`config.mk`:
```
export PLATFORM = sky130hd
export DESIGN_NAME = decoder_1to2_2to4
export DESIGN_NICKNAME = d
export VERILOG_FILES = /design/src/rtl/decoder_1to2_2to4.sv
export SDC_FILE = /design/constraint.sdc
export NUM_CORES = 1
export LEC_CHECK = 0
export CAP_MARGIN = 30
export CORE_AREA = 5 5 43 45
export DETAILED_ROUTE_END_ITERATION = 10
export DIE_AREA = 0 0 48 50
export PLACE_DENSITY = 0.79
export SYNTH_ARGS = -nofsm -noshare
export SYNTH_HDL_FRONTEND = slang
export SYNTH_SLANG_ARGS = --single-unit
```
`constraint.sdc`:
```
create_clock -name clk -period 0.8 [get_ports clk]
set_input_delay 0.16 -clock clk [delete_from_list [all_inputs] [get_ports clk]]
set_output_delay 0.16 -clock clk [all_outputs]
set_load 0.01 [all_outputs]
```
`src/rtl/decoder_1to2_2to4.sv`:
```
// rtl/decoder_1to2_2to4.sv - registered 1-to-2, 2-to-4 and cascaded 3-to-8 one-hot decoders
module decoder_1to2_2to4 (
  input  logic       clk,
  input  logic       rst_n,
  input  logic       in1,
  input  logic       e1,
  input  logic [1:0] in2,
  input  logic       e2,
  input  logic [2:0] in3,
  input  logic       e3,
  output logic [1:0] out2,
  output logic [3:0] out4,
  output logic [7:0] out8
);

  function automatic logic [1:0] dec1to2(input logic en, input logic sel);
    dec1to2 = {en & sel, en & ~sel};
  endfunction

  function automatic logic [3:0] dec2to4(input logic en, input logic [1:0] sel);
    dec2to4 = {en & (sel == 2'd3),
               en & (sel == 2'd2),
               en & (sel == 2'd1),
               en & (sel == 2'd0)};
  endfunction

  logic [1:0] out2_d;
  logic [3:0] out4_d;
  logic [1:0] x;
  logic [3:0] hi_d;
  logic [3:0] lo_d;
  logic [7:0] out8_d;

  // 3-to-8: stage A splits on in3[2]; its one-hot outputs enable the upper/lower 2-to-4 stages
  always_comb begin
    out2_d = dec1to2(e1, in1);
    out4_d = dec2to4(e2, in2);
    x      = dec1to2(e3, in3[2]);
    hi_d   = dec2to4(x[1], in3[1:0]);
    lo_d   = dec2to4(x[0], in3[1:0]);
    out8_d = {hi_d, lo_d};
  end

  always_ff @(posedge clk or negedge rst_n) begin
    if (!rst_n) begin
      out2 <= 2'b00;
      out4 <= 4'h0;
      out8 <= 8'h00;
    end else begin
      out2 <= out2_d;
      out4 <= out4_d;
      out8 <= out8_d;
    end
  end

endmodule

```
==> flow_summary_export.csv, run 1 <==
group,metric,value,unit
outcome,status,"finished, violations left",
outcome,failed_checks,"setup timing",
yosys,synth_edf_count,0,
clocking,cts_buffers,3,
routing,via_count,351,
cells_and_area,multi_input_area,148,sq um
worst_setup_path,startpoint_type,"flop",
clocking,cts_tree,"built",
placement,dp_slack,-0.337,ns
cells_and_area,area.growth.synth_to_final,57.0,%
die,dieWidth,48,microns
clocking,path_clk_slew,0.08,ns
global_routing,antenna_found_initial,0,
yosys,yosysWarningCount,0,
placement,hpwl,797,microns
sta,hold_viol_final,0,
cells_and_area,fillers,130,
sta,tns,-1.80,ns
routing,drt_iter0_markers,6,
worst_setup_path,cp_num_buf_inv,1,
sta,period_minus_slack,0.952,ns
worst_setup_path,slowest_stage,"dfrtp_1",
clocking,cts_max_path_buffers,2,
worst_setup_path,crit_path_end_kind,"output pin",
routing,ant_nets,0,
worst_setup_path,worst-path-max-fanout,1,
global_routing,grt_use_total,0.0993,
worst_setup_path,arrival,0.79,ns
cells_and_area,regArea,350,sq um
sta,grt_setup_unrepaired,"true",
pwr,max-vdd-ir-drop,0.884,mV
yosys,synth.most_common_cell,"dfrtp_1",
yosys,synth_area_leaders,"dfrtp_1 (72%), and4bb_1 (5.1%), and4b_2 (4.6%), and3b_1 (3.6%), nor4b_2 (3.1%)",
sta,period_share,1.19,
cells_and_area,antenna_cells,0,
global_routing,grt_pass1_wl,1580,microns
cells_and_area,final_nets,69,
routing,post_drt_wl_per_cell,14.6,microns
worst_setup_path,crit_type,"reg -> out",
yosys,syn_area,489,sq um
clocking,post_cts_buffers,0,
die,initial_core_util,0.341,
sta,tightest_slew,0.262,ns
sta,fmax,1050,MHz
routing,vias_per_cell,4.81,
placement,gp_congestion,0.699,
global_routing,grt_pass1_vias,320,
yosys,netlist_top_cells_count,"dfrtp_1 (14), and3b_1 (2), and4b_2 (2), and4bb_1 (2)",
placement,io_buffers,24,
die,die_h,50,microns
yosys,synth_seq_cells,14,
pwr,p_leak,0.420,nW
die,ios,25,
yosys,netlist-cell-type-count,12,
global_routing,grt-ovfl-total,0,
worst_setup_path,max_stage_delay,0.38,ns
routing,wirelength,1070,microns
routing,drc_errors,0,
yosys,synth_top_area_share,0.716,
sta,worst_slack,-0.152,ns
worst_setup_path,critPathTopFamily,"flip-flops",
sta,maxSlewViolCount,0,
die,rows,14,
job,max_cap_violations,0,
sta,relSlewSlack,0.825,
clocking,htreeDepth,1,
yosys,syn_avg_cell_area,17.5,sq um
pwr,power_density,1810,mW/mm^2
yosys,ys_seq_area_frac,0.716,
cells_and_area,fin_cells,73,
sta,setup_violations,14,
yosys,synth_ff_type,"dfrtp_1",
clocking,cts_sinks,14,
die,die_area,0.00240,sq mm
placement,place_inst,69,
global_routing,grt_max_degree,15,
cells_and_area,drive_above_1_share,0.421,
yosys,synthArstFlopShare,1.00,
routing,dr.pass1.iters,2,
worst_setup_path,path_cells,"buf_2",
die,core_area,0.00144,sq mm
clocking,root_buffer,"clkbuf_4",
worst_setup_path,worstPathRequired,0.64,ns
yosys,syn_nets,39,
yosys,syn_inst,28,
yosys,yosysTopAreaCell,"dfrtp_1",
hold_path,hp-class,"in -> async",
[what timing repair did]
action                                 4_1_cts  5_1_grt
pin swaps                                    0        0
gates resized for setup                     60        5
hold buffers                                 0        0
cloned                                       0        0
endpoints found under the hold margin        0        0
setup endpoints to repair                   17       15
[where the power goes]
group,internal [W],switching [W]
registers,0.000730,0.00000629
logic,0.0000918,0.0000724
clock network,0.000277,0.000210
total,0.00110,0.000289
[final cells by class]
cell class                      count  area share
Multi-Input combinational cell     14       0.192
Timing Repair Buffer               25       0.279
Tap cell                           16      0.0261
Sequential cell                    14       0.456
Clock buffer                        4      0.0472
[logic make-up (layout without fill, tap and decap cells)]
kind of cell / after synthesis / after routing / share of synthesized area
buf+inv: 0 / 29 / 0
flops: 14 / 14 / 0.716
simple gates: 14 / 14 / 0.284
[per-layer routing]
metal	global-route usage	wire length [microns]	part of all wire	vias to the layer above
met5	0	0	0	-
met4	0.0807	23	0.022	0
met3	0.0255	167	0.16	4
met2	0.126	452	0.42	25
met1	0.135	425	0.40	156
li1	-	-	-	166
[cells in the final DEF, fill, tap and decap left out, types with 2 or more instances in the layout]
| master | count |
|---|---|
| buf_6 | 4 |
| clkdlybuf4s50_1 | 6 |
| clkbuf_4 | 3 |
| and4bb_1 | 2 |
| buf_2 | 10 |
| dfrtp_1 | 14 |
| dlygate4sd2_1 | 3 |
| and3b_1 | 2 |
| and4b_2 | 2 |
[state kept, by name (all words and copies together), names as in the netlist]
register  count
out8          8
out4          4
out2          2
[how the worst max path moves through the flow]
| stage | from | endpoint | slack [ns] | cells after the start |
|---|---|---|---|---|
| after floorplan | out2[0] | out2[0] | 0.26 | 0 |
| after global placement | in3[1] | out8[1] | -0.31 | 2 |
| after detailed placement | in3[1] | out8[5] | -0.34 | 2 |
| after CTS | out8[3] | out8[3] | -0.16 | 1 |
| after global routing | out8[3] | out8[3] | -0.19 | 1 |
| final | out8[3] | out8[3] | -0.15 | 1 |
[per-stage QoR]
stage	power (W)	instance area, sq um	hold WS (ns)	util
after floorplan	0.000788	489	-0.136	-
after global placement	0.000927	769	0.504	0.536
after detailed placement	0.000932	769	0.505	0.536
after CTS	0.00140	738	0.204	0.514
after global routing	0.00148	768	0.192	0.535
final	0.00139	768	0.211	0.535
(Power assumes the default switching activity.)
==> inputs of run 2 (changes only) <==
RECOVER_POWER = 100   (was not set)
==> flow_summary_export.csv, run 2 (synthesis results as in run 1) <==
group,metric,value,unit
cells_and_area,area.growth.synth_to_final,50.9,%
pwr,power_density,1850,mW/mm^2
cells_and_area,final_nets,69,
cells_and_area,reg.largest.list,"out8 x8, out4 x4, out2 x2",
routing,wirelength,1070,microns
pwr,p_leak,0.408,nW
clocking,path_clk_slew,0.08,ns
job,max_cap_violations,0,
cells_and_area,mostFrequentLayoutCell,"dfrtp_1",
die,die_h,50,microns
die,rows,14,
routing,via_count,344,
worst_setup_path,worst-path-max-fanout,1,
global_routing,antenna_found_initial,0,
pwr,max-vdd-ir-drop,0.883,mV
sta,period_share,1.19,
clocking,ctsResizeCount,60,
worst_setup_path,path_cells,"buf_2",
placement,hpwl,797,microns
die,ios,25,
cells_and_area,top_register,"out8",
cells_and_area,antenna_cells,0,
cells_and_area,fillers,134,
worst_setup_path,crit_path_end_kind,"output pin",
clocking,cts_tree,"built",
outcome,failed_checks,"setup timing",
worst_setup_path,arrival,0.79,ns
cells_and_area,final_cell_mix,"dfrtp_1 (14), buf_2 (10), buf_6 (4)",
clocking,root_buffer,"clkbuf_4",
global_routing,met3_usage,0.0255,
global_routing,grt_pass1_vias,320,
worst_setup_path,crit_type,"reg -> out",
global_routing,gr-usage-met2,0.126,
clocking,cts_buffers,3,
die,initial_core_util,0.341,
routing,dr.pass1.iters,2,
routing,ant_nets,0,
global_routing,grt_pass1_wl,1580,microns
clocking,cts_sinks,14,
clocking,cts_max_path_buffers,2,
global_routing,grt_use_total,0.0993,
global_routing,grt_max_degree,15,
hold_path,hp-class,"in -> reg",
worst_setup_path,critPathTopFamily,"flip-flops",
sta,fin_hold_ws,0.267,ns
sta,setup_violations,15,
sta,tns,-1.80,ns
routing,drc_errors,0,
sta,hold_viol_final,0,
worst_setup_path,slowest_stage,"dfrtp_1",
sta,fmax,1050,MHz
worst_setup_path,cp_num_buf_inv,1,
die,die_area,0.00240,sq mm
worst_setup_path,max_stage_delay,0.38,ns
global_routing,grt-ovfl-total,0,
sta,worst_slack,-0.152,ns
clocking,ctsHoldBuffers,0,
global_routing,met1_usage,0.135,
worst_setup_path,worstPathRequired,0.64,ns
sta,period_minus_slack,0.952,ns
placement,gp_congestion,0.699,
die,dieWidth,48,microns
routing,post_drt_wl_per_cell,14.7,microns
global_routing,grt-busiest-layer,"met1",
cells_and_area,largest_register_ffs,8,
die,core_area,0.00144,sq mm
sta,maxSlewViolCount,0,
sta,relSlewSlack,0.776,
routing,vias_per_cell,4.71,
outcome,status,"finished, violations left",
routing,drt_iter0_markers,4,
placement,io_buffers,24,
cells_and_area,drive_above_1_share,0.404,
sta,grt_setup_unrepaired,"true",
clocking,post_cts_buffers,0,
sta,tightest_slew,0.336,ns
worst_setup_path,startpoint_type,"flop",
clocking,htreeDepth,1,
[run 2: area by class of cell]
type / instances / area [sq um] / share of cell area
Sequential cell: 14 / 350 / 0.475
Timing Repair Buffer: 25 / 199 / 0.269
Multi-Input combinational cell: 14 / 133 / 0.180
Clock buffer: 4 / 36.3 / 0.0492
Tap cell: 16 / 20.0 / 0.0271
[run 2: per-layer routing]
| metal | share of wire | vias up | wire length (microns) |
|---|---|---|---|
| li1 | - | 164 | - |
| met1 | 0.41 | 151 | 441 |
| met2 | 0.43 | 25 | 457 |
| met3 | 0.14 | 4 | 148 |
| met4 | 0.021 | 0 | 23 |
| met5 | 0 | - | 0 |
[run 2: where the power goes]
| group | total [W] | internal [W] | switching (W) |
|---|---|---|---|
| Combinational | 0.000144 | 0.0000777 | 0.0000667 |
| Clock | 0.000487 | 0.000277 | 0.000210 |
| Sequential | 0.000736 | 0.000730 | 0.00000628 |
| Total | 0.00137 | 0.00108 | 0.000283 |
[run 2: path summary, 6_finish.rpt]
check,cells past startpoint,to,start
setup / recovery,1,out8[3],out8[3]
hold / removal,2,out8[0],e3
max in group asynchronous,2,out4[0],rst_n
min in group asynchronous,2,out8[7],rst_n
[run 2: per-stage QoR]
| step | area [sq um] | worst slack [ns] | utilization | power [W] | std cells |
|---|---|---|---|---|---|
| global placement | 769 | -0.314 | 0.536 | 0.000927 | 69 |
| CTS | 738 | -0.163 | 0.514 | 0.00140 | 73 |
| global route | 738 | -0.190 | 0.514 | 0.00146 | 73 |
| detailed placement | 769 | -0.337 | 0.536 | 0.000932 | 69 |
| floorplan | 489 | 0.264 | - | 0.000788 | 28 |
| finish | 738 | -0.152 | 0.514 | 0.00137 | 73 |
==> inputs of run 3 (changes only) <==
clock period = 0.9 ns   (was 0.8 ns; I/O delays follow)
==> flow_summary_export.csv, run 3 (synthesis results as in run 1) <==
group,metric,value,unit
job,max_cap_violations,0,
outcome,failed_checks,"setup timing",
cells_and_area,reg.largest.list,"out8 x8, out4 x4, out2 x2",
worst_setup_path,path_cells,"buf_6",
routing,vias_per_cell,4.72,
worst_setup_path,slowest_stage,"dfrtp_1",
cells_and_area,final_nets,69,
clocking,cts_sinks,14,
cells_and_area,area.growth.synth_to_final,48.8,%
global_routing,grt_pass1_wl,1350,microns
sta,period_share,1.07,
clocking,post_cts_buffers,0,
cells_and_area,fin_cells,72,
die,die_h,50,microns
clocking,cts_buffers,3,
clocking,root_buffer,"clkbuf_4",
cells_and_area,top_register,"out8",
sta,grt_setup_unrepaired,"true",
pwr,max-vdd-ir-drop,0.567,mV
worst_setup_path,max_stage_delay,0.39,ns
placement,hpwl,753,microns
global_routing,antenna_found_initial,0,
pwr,p_sw_frac,0.210,
clocking,path_clk_slew,0.07,ns
die,initial_core_util,0.341,
worst_setup_path,worstPathRequired,0.72,ns
global_routing,grt_pass1_vias,274,
placement,gp_congestion,0.703,
pwr,p_switching,0.000233,W
cells_and_area,largest_register_ffs,8,
worst_setup_path,crit_type,"reg -> out",
hold_path,hold_start,"in3[0]",
sta,maxSlewViolCount,0,
global_routing,grt_use_total,0.0818,
sta,tightest_slew,0.328,ns
worst_setup_path,critPathTopFamily,"flip-flops",
sta,tns,-0.564,ns
cells_and_area,final_cell_mix,"dfrtp_1 (14), buf_2 (11), clkdlybuf4s50_1 (6)",
pwr,intPower,0.000876,W
cells_and_area,drive_above_1_share,0.411,
worst_setup_path,worst-path-max-fanout,1,
sta,fin_hold_ws,0.242,ns
sta,setup_violations,14,
sta,fmax,1040,MHz
pwr,combPwrFrac,0.117,
worst_setup_path,startpoint_type,"flop",
cells_and_area,fin_util,0.507,
sta,hold_viol_final,0,
sta,worst_slack,-0.0621,ns
clocking,ctsHoldBuffers,0,
routing,drc_errors,0,
die,rows,14,
clocking,cts_max_path_buffers,2,
routing,ant_nets,0,
pwr,p_leak,0.398,nW
placement,place_inst,69,
global_routing,grt_max_degree,15,
pwr,clock_power_share,0.293,
die,ios,25,
cells_and_area,mostFrequentLayoutCell,"dfrtp_1",
global_routing,grt-ovfl-total,0,
sta,relSlewSlack,0.781,
pwr,pwr-share-seq,0.590,
sta,period_minus_slack,0.962,ns
clocking,htreeDepth,1,
cells_and_area,antenna_cells,0,
worst_setup_path,crit_path_end_kind,"output pin",
routing,via_count,340,
placement,io_buffers,24,
routing,wirelength,964,microns
routing,dr.pass1.iters,6,
die,dieWidth,48,microns
placement,dp_slack,-0.243,ns
pwr,power_density,1520,mW/mm^2
outcome,status,"finished, violations left",
worst_setup_path,arrival,0.78,ns
die,core_area,0.00144,sq mm
hold_path,hp-class,"in -> reg",
routing,post_drt_wl_per_cell,13.4,microns
clocking,cts_tree,"built",
die,die_area,0.00240,sq mm
routing,drt_iter0_markers,2,
worst_setup_path,startpoint,"out8[3]",
worst_setup_path,cp_num_buf_inv,1,
run 3: changes by cell type in the layout (fill, tap and decap cells not counted), sizes merged:
cell,change
clkdlybuf4s50,+3
clkbuf,-1
dlygate4sd2,-3
run 3: path summary, 6_finish.rpt:
check,endpoint,cells after the start
worst max-delay path,out8[3],1
worst min-delay path,out8[0],2
max in group asynchronous,out2[0],2
min in group asynchronous,out4[2],2
run 3: final cells by class:
cell class / count / area [sq um]
multi-input combinational: 14 / 139
timing repair buffer: 25 / 196
sequential: 14 / 350
clock buffer: 3 / 22.5
fill: 122 / 708
tap: 16 / 20.0
run 3: power by group through the flow:
| stage | logic (W) | registers, W | clock network (W) |
|---|---|---|---|
| floorplan | 0.0000224 | 0.000678 | 0 |
| global placement | 0.000158 | 0.000666 | 0 |
| detailed placement | 0.000160 | 0.000667 | 0 |
| CTS | 0.000142 | 0.000653 | 0.000341 |
| global route | 0.000143 | 0.000655 | 0.000373 |
| finish | 0.000130 | 0.000654 | 0.000325 |
run 3: metrics by stage:
stage / cell area, sq um / total power (W)
4_1_cts: 728 / 0.00114
3_3_place_gp: 769 / 0.000824
6_report: 728 / 0.00111
3_5_place_dp: 769 / 0.000827
2_1_floorplan: 489 / 0.000701
5_1_grt: 728 / 0.00117
run 3: what timing repair did:
item,in CTS,in global routing
pin swaps,0,1
hold endpoints to repair,0,0
setup endpoints to repair,14,15
resized for setup,57,3
run 3: metal layers:
metal | track usage | up-vias | share of wire
li1 | - | 163 | -
met1 | 0.124 | 150 | 0.43
met3 | 0.0255 | 2 | 0.20
met2 | 0.0881 | 25 | 0.36
met4 | 0.0673 | 0 | 0.016
met5 | 0 | - | 0
